<file path="config.mk">
export PLATFORM = sky130hd
export DESIGN_NAME = pool2x2_stream
export DESIGN_NICKNAME = d
export VERILOG_FILES = /design/src/rtl/pool2x2_stream.sv
export SDC_FILE = /design/constraint.sdc
export NUM_CORES = 1
export LEC_CHECK = 0
export BUFFER_PORTS_ARGS = -buffer_cell sky130_fd_sc_hd__buf_2
export CAP_MARGIN = 40
export CORE_MARGIN = 5
export CORE_UTILIZATION = 42
export CTS_BUF_LIST = sky130_fd_sc_hd__clkbuf_16
export CTS_CLUSTER_DIAMETER = 30
export DETAILED_ROUTE_END_ITERATION = 8
export MAX_ROUTING_LAYER = met4
export SLEW_MARGIN = 10
export SYNTH_ARGS = -nofsm -noshare
export SYNTH_HDL_FRONTEND = slang
export SYNTH_SLANG_ARGS = --single-unit
</file>
<file path="constraint.sdc">
create_clock -name clk -period 5.5 [get_ports clk]
set_clock_uncertainty 0.05 [all_clocks]
set_input_delay 0.55 -clock clk [delete_from_list [all_inputs] [get_ports clk]]
set_output_delay 0.55 -clock clk [all_outputs]
set_load 0.02 [all_outputs]
</file>
<file path="src/rtl/pool2x2_stream.sv">
// pool2x2_stream: streaming 2x2 stride-2 pooling over one feature-map channel.
// Consumes a row-major pixel stream and emits one pooled pixel per 2x2 window.
// Horizontal neighbours are paired first. Even-row pair results are parked in
// a half-row line buffer, and odd-row pairs are combined with them.
//
// Ports:
//   clk        : clock, rising edge
//   rst_n      : synchronous active-low reset
//   ce         : stage enable; low freezes all state and squashes output pulses
//   in_valid   : in_data carries a pixel this cycle
//   in_data    : input pixel (unsigned, dataWidth bits)
//   out_valid  : one-cycle pulse, out_data holds a pooled pixel
//   out_data   : pooled pixel (held between pulses)
//   frame_done : one-cycle pulse with the last out_valid of a frame
module pool2x2_stream #(
  parameter int dataWidth = 16,
  parameter int m         = 8,
  parameter int n         = 8,
  parameter int ptype     = 1
) (
  input  logic                 clk,
  input  logic                 rst_n,
  input  logic                 ce,
  input  logic                 in_valid,
  input  logic [dataWidth-1:0] in_data,
  output logic                 out_valid,
  output logic [dataWidth-1:0] out_data,
  output logic                 frame_done
);

  localparam int LBW = (m > 2) ? $clog2(m / 2) : 1;
  // col carries one extra low bit (even/odd) above the line-buffer index
  localparam int CW  = LBW + 1;
  localparam int RW  = (n > 2) ? $clog2(n) : 1;
  localparam logic [CW-1:0] COL_LAST = CW'(m - 1);
  localparam logic [RW-1:0] ROW_LAST = RW'(n - 1);

  logic [CW-1:0]        col_q, col_d;
  logic [RW-1:0]        row_q, row_d;
  logic [dataWidth-1:0] pair_q, pair_d;
  logic                 out_valid_q, out_valid_d;
  logic [dataWidth-1:0] out_data_q, out_data_d;
  logic                 frame_done_q, frame_done_d;

  logic [dataWidth:0]   linebuf_q [m/2];
  logic                 lb_we;
  logic [LBW-1:0]       lb_idx;
  logic [dataWidth:0]   lb_rdata;

  logic                 accept;
  logic [dataWidth:0]   pair_w;
  logic [dataWidth+1:0] win_w;
  logic [dataWidth-1:0] result_w;

  always_comb begin
    accept   = ce & in_valid;
    lb_idx   = col_q[CW-1:1];
    lb_rdata = linebuf_q[lb_idx];

    // Pair and window combine; sums keep their carry bits so averaging never wraps
    if (ptype == 1) begin
      pair_w   = {1'b0, (in_data > pair_q) ? in_data : pair_q};
      win_w    = {1'b0, (lb_rdata > pair_w) ? lb_rdata : pair_w};
      result_w = win_w[dataWidth-1:0];
    end else begin
      pair_w   = {1'b0, pair_q} + {1'b0, in_data};
      win_w    = {1'b0, lb_rdata} + {1'b0, pair_w};
      result_w = win_w[dataWidth+1:2];
    end

    col_d        = col_q;
    row_d        = row_q;
    pair_d       = pair_q;
    out_valid_d  = 1'b0;
    frame_done_d = 1'b0;
    out_data_d   = out_data_q;
    lb_we        = 1'b0;

    if (accept) begin
      if (col_q == COL_LAST) begin
        col_d = '0;
        row_d = (row_q == ROW_LAST) ? '0 : row_q + 1'b1;
      end else begin
        col_d = col_q + 1'b1;
      end

      if (!col_q[0]) begin
        pair_d = in_data;
      end else if (!row_q[0]) begin
        lb_we = 1'b1;
      end else begin
        out_valid_d  = 1'b1;
        out_data_d   = result_w;
        frame_done_d = (row_q == ROW_LAST) && (col_q == COL_LAST);
      end
    end
  end

  always_ff @(posedge clk) begin
    if (!rst_n) begin
      col_q        <= '0;
      row_q        <= '0;
      pair_q       <= '0;
      out_valid_q  <= 1'b0;
      out_data_q   <= '0;
      frame_done_q <= 1'b0;
    end else begin
      col_q        <= col_d;
      row_q        <= row_d;
      pair_q       <= pair_d;
      out_valid_q  <= out_valid_d;
      out_data_q   <= out_data_d;
      frame_done_q <= frame_done_d;
    end
  end

  // Line buffer is not reset: each entry is written on an even row before the
  // odd row reads it. The rst_n gate keeps a reset cycle from disturbing it.
  always_ff @(posedge clk) begin
    if (rst_n && lb_we) begin
      linebuf_q[lb_idx] <= pair_w;
    end
  end

  assign out_valid  = out_valid_q;
  assign out_data   = out_data_q;
  assign frame_done = frame_done_q;

endmodule

</file>
==> results of run 1 <==
-- tightest hold or removal path: stages, from the launching register on --
cell	delay, ps
dfxtp_1	320
nand2_1	50
a21oi_1	60
-- cell usage after synthesis, drive strengths merged --
cell and count:
o21ai 8, buf 5, nand3 6, and2 2
nor2 8, nand2 72, ha 36, a221oi 1
a21oi 33, o2111a 1, a21o 2, o221ai 16
nor4 3, mux2i 17, nand4 2, mux2 1
dfxtp 42, a31oi 2, and3b 1, and3 3
nor3b 1, edfxtp 64, nand2b 3, or3b 1
inv 50, mux4 15, clkbuf 10, nor3 6
a41oi 1
-- kinds of logic after synthesis --
logic type                 after synthesis
and+or+nand+nor                        108
adders and majority gates               36
DFF                                    106
AOI/OAI and AO/OA                       64
muxes                                   33
buffers and inverters                   65
-- registers in the layout, indices dropped and copies added (netlist names), named ones only --
signal,count
linebuf_q,64
out_data,16
pair_q,16
col_q,3
row_q,3
frame_done,1
out_valid,1
-- power groups by stage --
stage	Combinational, mW	Clock (mW)	Sequential, mW
4_1_cts	0.158	0.662	0.863
3_5_place_dp	0.158	0	0.881
5_1_grt	0.178	0.696	0.864
2_1_floorplan	0.112	0	0.879
3_3_place_gp	0.152	0	0.881
6_report	0.157	0.644	0.864
-- final cells by class --
class                           instances  area share
Sequential cell                       106       0.489
Multi-Input combinational cell        241       0.338
Timing Repair Buffer                   47      0.0534
Clock buffer                           11      0.0487
Inverter                               50      0.0332
Tap cell                              143      0.0317
Clock inverter                          5     0.00598
-- metrics by stage --
step	util	total power [mW]	instance area, µm²	std cells	hold WS (ps)
floorplan	-	0.992	4930	412	390
global placement	0.458	1.03	5260	581	399
detailed placement	0.466	1.04	5340	587	409
CTS	0.493	1.68	5650	603	411
global route	0.493	1.74	5650	603	421
finish	0.493	1.66	5650	603	419
-- layout by cell type (no fill, tap or decap), types with 2 or more instances in the layout --
cell type  netlist  final
o21ai_1          2      2
nor4_2           2      2
ha_1            36     36
mux2i_1         15     15
nand2_1         72     72
buf_4            0      4
nor3_1           5      5
nor2_1           8      7
a21o_1           2      2
inv_6            0      2
buf_8            0      5
mux4_2          15     15
nand3_1          6      6
o221ai_2         2      2
and3_1           3      3
and2_1           2      2
o221ai_1        14     14
edfxtp_1        64     64
buf_2            2     37
nand2b_1         3      3
inv_1           50     51
clkbuf_16        0     11
o21ai_0          6      6
a21oi_1         33     33
dfxtp_1         42     42
mux2i_2          2      2
-- layer usage --
metal | up-vias | share of wire
li1 | 1566 | -
met1 | 1602 | 0.48
met3 | 4 | 0.033
met5 | - | 0
met2 | 48 | 0.48
met4 | 0 | 0.0075
-- how the worst max path moves through the flow --
stage                 from      endpoint  slack [ps]  cells after the start
2_1_floorplan  in_data[15]  out_data[10]        1520                     16
3_3_place_gp   in_data[15]   out_data[4]         730                     15
3_5_place_dp   in_data[15]   out_data[4]         680                     15
4_1_cts         pair_q[15]  out_data[13]         940                     15
5_1_grt         pair_q[15]  out_data[10]         470                     15
6_report        pair_q[15]   out_data[4]         980                     15
==> key figures, run 1 <==
Outcome
  – Status: finished clean

Place
  – IO Port Bufs: 37
  – GPL Wtd Cong: 0.836
  – DP Worst Slack: 681 ps
  – Hpwl dp: 7650 µm

Yosys
  – #FFs+latches synth: 106
  – Combinational family with the most area after synthesis: multiplexers
  – Post-synthesis instance area: 4930 µm²
  – Yosys top cell area share: 0.390
  – Post-synthesis compound-gate area fraction: 0.0870
  – Synth unique cells: 40
  – XOR/XNOR Fraction of Synth Area: 0
  – Area share of fa/ha/maj cells after synthesis: 0.0913
  – Post-synthesis cell count: 412
  – Ranking of synthesized cells by area: edfxtp_1, dfxtp_1, ha_1, mux4_2, nand2_1
  – Mux contribution to synthesized area: 0.107
  – Yosys Warn Count: 0
  – Syn Area/Cell: 12.0 µm²
  – Simple-gate share of the synthesized area: 0.0995
  – Leading area contributor after synthesis: edfxtp_1
  – Register area share after synthesis: 0.560
  – Synth Net Count: 468

Floorplan
  – Die Area: 14000 µm²
  – Die W: 118 µm
  – Std cell rows: 39
  – Chip height: 118 µm
  – I/O Pins: 38
  – Core ar.: 11500 µm²
  – Initial core utilization: 0.430

Timing
  – Worst slew pin tran: 830 ps
  – Fmax: 0.221 GHz
  – Min Tclk post-route: 4520 ps
  – Fin. Hold Viols: 0
  – Setup-failing EPs final: 0
  – Fin crit share: 0.823
  – Relative slew slack: 0.446
  – Final Max Slew Viols: 0
  – Final setup TNS: 0 ps
  – RSZ-0062 raised after global routing: no
  – Worst Slack Setup Final: 975 ps

Clocking
  – H-tree depth: 3
  – Post-CTS Resized: 0
  – Clock buffer depth: 2
  – CTS tree: yes
  – Clock root buffer: clkbuf_16
  – Clock slew at reported path FFs: 70 ps
  – Clock sinks: 106
  – Hold Buf Count CTS: 0
  – Worst-Skew Late Latency: 340 ps
  – Clock buffer count from CTS: 9
  – Post-CTS setup buffer count: 0

Cells and area
  – Multi-input logic area: 1910 µm²
  – ANT cells: 0
  – Fill cells: 1012
  – Layout cells sized above 1: 0.193
  – Area Growth Syn to Fin: 14.6%
  – Final #Nets: 511
  – Reg area: 2760 µm²

Critical path
  – Kind of cell adding the most delay to the critical path: compound AO/OA/AOI/OAI gates
  – Slowest stage delay, CP: 500 ps
  – Worst path slowest cell: or3b_1
  – Most used cell, CP: ha_1
  – Critical path, cell by cell: inv_1 > ha_1 > nand4_2 > nor4_2 > o21ai_1 > a31oi_4 > buf_4 > mux2i_1 > ha_1 > a21oi_1 > o21ai_0 > a221oi_1 > o2111a_1 > or3b_1 > o221ai_1
  – WS Path Type: register to register
  – FF-to-FF setup slack: 980 ps
  – CP startpoint kind: register
  – R2r worst-path depth: 15
  – Worst setup EP type: register
  – WP data required: 5630 ps
  – Worst r2r dst: out_data[4]
  – Buf/Inv on CP: 2
  – CP Max Fanout: 16
  – R2r startpoint: pair_q[15]
  – Worst EP arrival: 4660 ps

Route
  – Drt first pass iters: 4
  – WL/cell: 17.2 µm
  – Detail Route Antenna Nets: 0
  – WL final: 10400 µm
  – Initial DRC Count: 201
  – # DRC: 0
  – Vias per cell: 5.34
  – Vias: 3220

GRT
  – Vias in the first global route: 3220
  – Met3 Usage GRT: 0.0310
  – Met1 GRT Util: 0.212
  – First-pass GRT wire length: 17000 µm
  – Pin count of the biggest net entering global routing: 25
  – GRT Resource Usage Total: 0.159
  – Busiest layer in global routing: met2
  – M2 GR Usage: 0.248
  – Gr ovfl total: 0
  – Initial antenna violation count: 0

Pwr
  – Clock share of power: 0.387
  – Max IR drop VDD: 144 µV
  – Flop pwr share: 0.519
  – Int Pwr: 1.28 mW
  – Sw Pwr: 386 µW
  – Power Density: 295 nW/µm²
  – Switching Fraction: 0.232
  – Comb pwr share: 0.094
  – LEAKAGE: 2.27 nW

Flow run
  – Number of max-cap violations: 0

Worst hold path
  – Worst Hold Class: register to register
  – Worst Hold End: row_q[2]
  – Hold path startpoint: row_q[2]
  – Hold Path Depth: 2
No activity file was read; power rests on OpenSTA's default activity.
==> run 2, diff against run 1 <==
ABC_AREA = 1   (was not set)
clock period = 4.3 ns   (was 5.5 ns; I/O delays follow)
==> key figures, run 2 <==
Clocking
  – Clock slew at reported path FFs: 70 ps
  – Clock sinks: 106
  – Clock root buffer: clkbuf_16
  – CTS tree: yes
  – Post-CTS Resized: 0
  – Clock buffer depth: 2
  – Post-CTS setup buffer count: 0
  – H-tree depth: 3
  – Worst-Skew Late Latency: 350 ps
  – Hold Buf Count CTS: 0
  – Clock buffer count from CTS: 9

GRT
  – Gr ovfl total: 0
  – Vias in the first global route: 4081
  – GRT Resource Usage Total: 0.168
  – First-pass GRT wire length: 20500 µm
  – Initial antenna violation count: 0
  – Pin count of the biggest net entering global routing: 33

Yosys
  – Post-synthesis cell count: 605
  – Synth top cells by count: nand2_1, inv_1, edfxtp_1
  – Leading area contributor after synthesis: edfxtp_1
  – Yosys Warn Count: 0
  – Post-synth EDFFs: 64
  – Syn Area/Cell: 9.30 µm²
  – Post-synthesis instance area: 5630 µm²
  – #FFs+latches synth: 106
  – Yosys top cell area share: 0.341
  – Register area share after synthesis: 0.491
  – Synth Net Count: 661
  – Ys flop type: edfxtp_1
  – Share of flip-flops with an asynchronous set or reset: 0
  – Ranking of synthesized cells by area: edfxtp_1, dfxtp_1, nand2_1, ha_1, inv_1
  – Synth unique cells: 32
  – Count leader, synth: nand2_1

Floorplan
  – I/O Pins: 38
  – Die Area: 15800 µm²
  – Initial core utilization: 0.427
  – Chip height: 126 µm
  – Die W: 126 µm
  – Std cell rows: 42
  – Core ar.: 13200 µm²

Flow run
  – Number of max-cap violations: 0

Timing
  – Relative slew slack: 0.453
  – Fin. Hold Viols: 0
  – Setup-failing EPs final: 0
  – Final setup TNS: 0 ps
  – Fmax: 0.259 GHz
  – Hold Slack: 332 ps
  – RSZ-0062 raised after global routing: no
  – Final Max Slew Viols: 0
  – Fin crit share: 0.899
  – Min Tclk post-route: 3870 ps
  – Worst slew pin tran: 820 ps

Cells and area
  – Fin area: 6370 µm²
  – Largest Register: linebuf_q
  – Most frequent cells in the layout: nand2_1, inv_1, edfxtp_1
  – Reg area: 2760 µm²
  – Most common cell after layout, fill and taps aside: nand2_1
  – Layout cells sized above 1: 0.203
  – Flip-flop count of the largest register after layout: 64
  – Multi-input logic area: 2440 µm²
  – Area Growth Syn to Fin: 13.2%
  – ANT cells: 0
  – Final #Nets: 695
  – Fill cells: 1246

Pwr
  – Power Density: 369 nW/µm²
  – Max IR drop VDD: 190 µV
  – LEAKAGE: 2.83 nW

Critical path
  – WS Path Type: register to register
  – Worst path slowest cell: dfxtp_1
  – Worst setup EP type: register
  – CP Max Fanout: 17
  – Worst EP arrival: 4060 ps
  – WP data required: 4490 ps
  – CP startpoint kind: register
  – Slowest stage delay, CP: 400 ps
  – Critical path, cell by cell: inv_1 > ha_1 > a21oi_1 > o21ai_0 > a21oi_1 > nand2_4 > nand2_4 > nand2_1 > nand2_1 > inv_1 > ha_1 > nand2_2 > inv_1 > nand2_1 > a21oi_1 > nor2_1 > nand3_4 > nand2_4 > nand3_1 > nand2_1 > a21oi_1

Route
  – Initial DRC Count: 197
  – WL/cell: 14.9 µm
  – # DRC: 0
  – Detail Route Antenna Nets: 0
  – WL final: 12200 µm
  – Vias: 4055
  – Vias per cell: 4.95
  – Drt first pass iters: 4

Place
  – GPL Wtd Cong: 0.858
  – IO Port Bufs: 37
  – Area post-placement: 6080 µm²
  – Hpwl dp: 9200 µm

Worst hold path
  – Worst Hold Class: input pin to register

Outcome
  – Status: finished clean
run 2: cell families after synthesis:
kind of cell	after synthesis	synth area share
AOI/OAI and AO/OA	103	0.116
adders and majority gates	36	0.0800
buffers and inverters	112	0.0836
DFF	106	0.491
and+or+nand+nor	248	0.229
run 2: metal layers:
layer  GRT usage  wire length (µm)  part of all wire
met5           -                 0                 0
met2       0.277              5730              0.47
met4      0.0580               208             0.017
met3      0.0233               398             0.033
met1       0.213              5880              0.48
run 2: area by class of cell:
cell class	instances	share of cell area
clock buffers	10	0.0393
clock inverters	6	0.00648
inverters	87	0.0512
multi-input cells	387	0.383
flip-flops and latches	106	0.434
well taps	176	0.0346
repair buffers	48	0.0518
run 2: path summary, 6_finish.rpt:
check	start	to	slack (ps)	cells past startpoint
worst max-delay path	pair_q[15]	out_data[12]	430	21
worst min register to register	out_data[5]	out_data[5]	430	2
worst max register to register	pair_q[15]	out_data[12]	430	21
worst min-delay path	in_data[0]	pair_q[0]	330	3
run 2: critical path: cells and delay by family, from the launching register on:
kind	cells	cell delay [ps]
AOI/OAI and AO/OA	5	570
DFF	1	400
adders and majority gates	2	630
buffers and inverters	3	190
and+or+nand+nor	11	1920
run 2: metrics by stage:
step / util / power [mW] / std cells / worst slack, ps
5_1_grt: 0.483 / 2.48 / 820 / 17.5
2_1_floorplan: - / 1.49 / 605 / 1110
4_1_cts: 0.483 / 2.37 / 820 / 405
3_5_place_dp: 0.461 / 1.58 / 804 / 320
3_3_place_gp: 0.453 / 1.57 / 799 / 331
6_report: 0.483 / 2.35 / 820 / 434
run 2: report_power, final:
group / total, mW / internal [mW] / switching (mW)
clock: 0.792 / 0.427 / 0.365
sequential: 1.12 / 1.11 / 0.0141
combinational: 0.436 / 0.148 / 0.288
total: 2.35 / 1.68 / 0.667
==> run 3, diff against run 2 <==
CAP_MARGIN = not set   (was 40)
CORE_MARGIN = not set   (was 5)
SLEW_MARGIN = 30   (was 10)
==> key figures, run 3 (synthesis gave the netlist of run 2 again) <==
Critical path
  – CP startpoint kind: register
  – Worst r2r dst: out_data[0]
  – Crit path to: out_data[0]
  – R2r worst-path depth: 21
  – Worst path slowest cell: dfxtp_1
  – R2r startpoint: pair_q[15]
  – Crit. Startpoint: pair_q[15]
  – Levels on crit path: 21
  – Slowest stage delay, CP: 380 ps
  – CP Max Fanout: 17
  – FF-to-FF setup slack: 370 ps
  – Worst setup EP type: register
  – Buf/Inv on CP: 3
  – Critical path, cell by cell: inv_1 > ha_1 > a21oi_1 > o21ai_0 > a21oi_1 > nand2_4 > nand2_4 > nand2_1 > nand2_1 > inv_1 > ha_1 > nand2_2 > inv_1 > nand2_1 > a21oi_1 > nor2_1 > nand3_4 > nand2_4 > nand3_1 > nand2_1 > a21oi_1
  – WP data required: 4440 ps
  – Kind of cell adding the most delay to the critical path: simple AND/OR/NAND/NOR gates
  – Worst EP arrival: 4070 ps
  – WS Path Type: register to register

Clocking
  – Clock buffer count from CTS: 9
  – Post-CTS Resized: 0
  – Clock root buffer: clkbuf_16
  – H-tree depth: 3
  – Worst-Skew Late Latency: 340 ps
  – CTS tree: yes
  – Post-CTS setup buffer count: 0
  – Clock sinks: 106
  – Clock slew at reported path FFs: 70 ps
  – Hold Buf Count CTS: 0
  – Clock buffer depth: 2

Timing
  – Fmax: 0.255 GHz
  – Worst slew pin tran: 992 ps
  – Setup-failing EPs final: 0
  – Min Tclk post-route: 3930 ps
  – Fin. Hold Viols: 0
  – RSZ-0062 raised after global routing: no
  – Fin crit share: 0.914
  – Final Max Slew Viols: 0
  – Relative slew slack: 0.337
  – Final setup TNS: 0 ps
  – Worst Slack Setup Final: 372 ps

Pwr
  – Power Density: 376 nW/µm²
  – Max IR drop VDD: 269 µV
  – LEAKAGE: 2.81 nW

GRT
  – Gr ovfl total: 0
  – Pin count of the biggest net entering global routing: 33
  – GRT Resource Usage Total: 0.189
  – Initial antenna violation count: 0
  – Vias in the first global route: 3993
  – First-pass GRT wire length: 20200 µm

Route
  – Detail Route Antenna Nets: 0
  – Initial DRC Count: 195
  – Vias: 4106
  – WL/cell: 14.7 µm
  – Vias per cell: 5.06
  – # DRC: 0
  – WL final: 12000 µm
  – Drt first pass iters: 4

Cells and area
  – Final #Nets: 691
  – Layout cells sized above 1: 0.200
  – Fin area: 6290 µm²
  – Flip-flop count of the largest register after layout: 64
  – Most frequent cells in the layout: nand2_1, inv_1, edfxtp_1
  – Most common cell after layout, fill and taps aside: nand2_1
  – Largest Register: linebuf_q
  – Area Growth Syn to Fin: 11.7%
  – Fill cells: 1214
  – ANT cells: 0

Outcome
  – Status: finished clean

Floorplan
  – Die W: 118 µm
  – Chip height: 118 µm
  – Die Area: 13900 µm²
  – I/O Pins: 38
  – Initial core utilization: 0.439
  – Std cell rows: 41
  – Core ar.: 12800 µm²

Place
  – GPL Wtd Cong: 0.829
  – IO Port Bufs: 37
  – Hpwl dp: 8610 µm
  – DP Worst Slack: 246 ps
  – Area post-placement: 5980 µm²

Worst hold path
  – Worst Hold Class: input pin to register

Flow run
  – Number of max-cap violations: 0
## run 3: cell count changes in the layout (fill, tap and decap cells not counted), moves of 2 or more
cell,before,now
buf_8,3,0
clkinv_4,3,0
buf_16,2,0
inv_2,2,4
inv_4,0,2
## run 3: stage by stage
step                instances  hold WS, ps  utilization  power, mW
floorplan                 605          398            -       1.49
global placement          795          412        0.466       1.57
detailed placement        795          407        0.466       1.58
CTS                       811          348        0.489       2.38
global route              812          364        0.490       2.48
finish                    812          354        0.490       2.37
## run 3: worst min path at each step
stage	from	end	slack, ps	cells past startpoint
after floorplan	pair_q[11]	pair_q[11]	400	2
after global placement	out_data[0]	out_data[0]	410	2
after detailed placement	out_data[0]	out_data[0]	410	2
after CTS	in_data[0]	pair_q[0]	350	3
after global routing	in_data[10]	pair_q[10]	360	3
final	in_data[0]	pair_q[0]	350	3
## run 3: where the power goes
part           leakage (nW)  internal, mW  switching, mW
logic                  1.73         0.145          0.287
clock network         0.158         0.459          0.354
registers             0.923          1.11         0.0132
total                  2.81          1.71          0.654
## run 3: metal layers
layer	track usage	up-vias	wire length (µm)	part of all wire
li1	-	2090	-	-
met1	0.257	1932	5960	0.50
met2	0.290	77	5450	0.46
met3	0.0262	7	412	0.034
met4	0.0609	0	146	0.012
met5	-	-	0	0
## run 3: cell type report
class	count	area (µm²)	area share
Sequential cell	106	2760	0.439
Timing Repair Buffer	44	241	0.0384
Inverter	87	327	0.0520
Clock inverter	5	23.8	0.00378
Tap cell	172	215	0.0342
Multi-Input combinational cell	387	2440	0.388
Clock buffer	11	275	0.0438
## run 3: tightest hold or removal path: cells and delay by family
| kind | cells | cell delay [ps] |
|---|---|---|
| AO/OA/AOI/OAI | 1 | 70 |
| buffers and inverters | 2 | 200 |
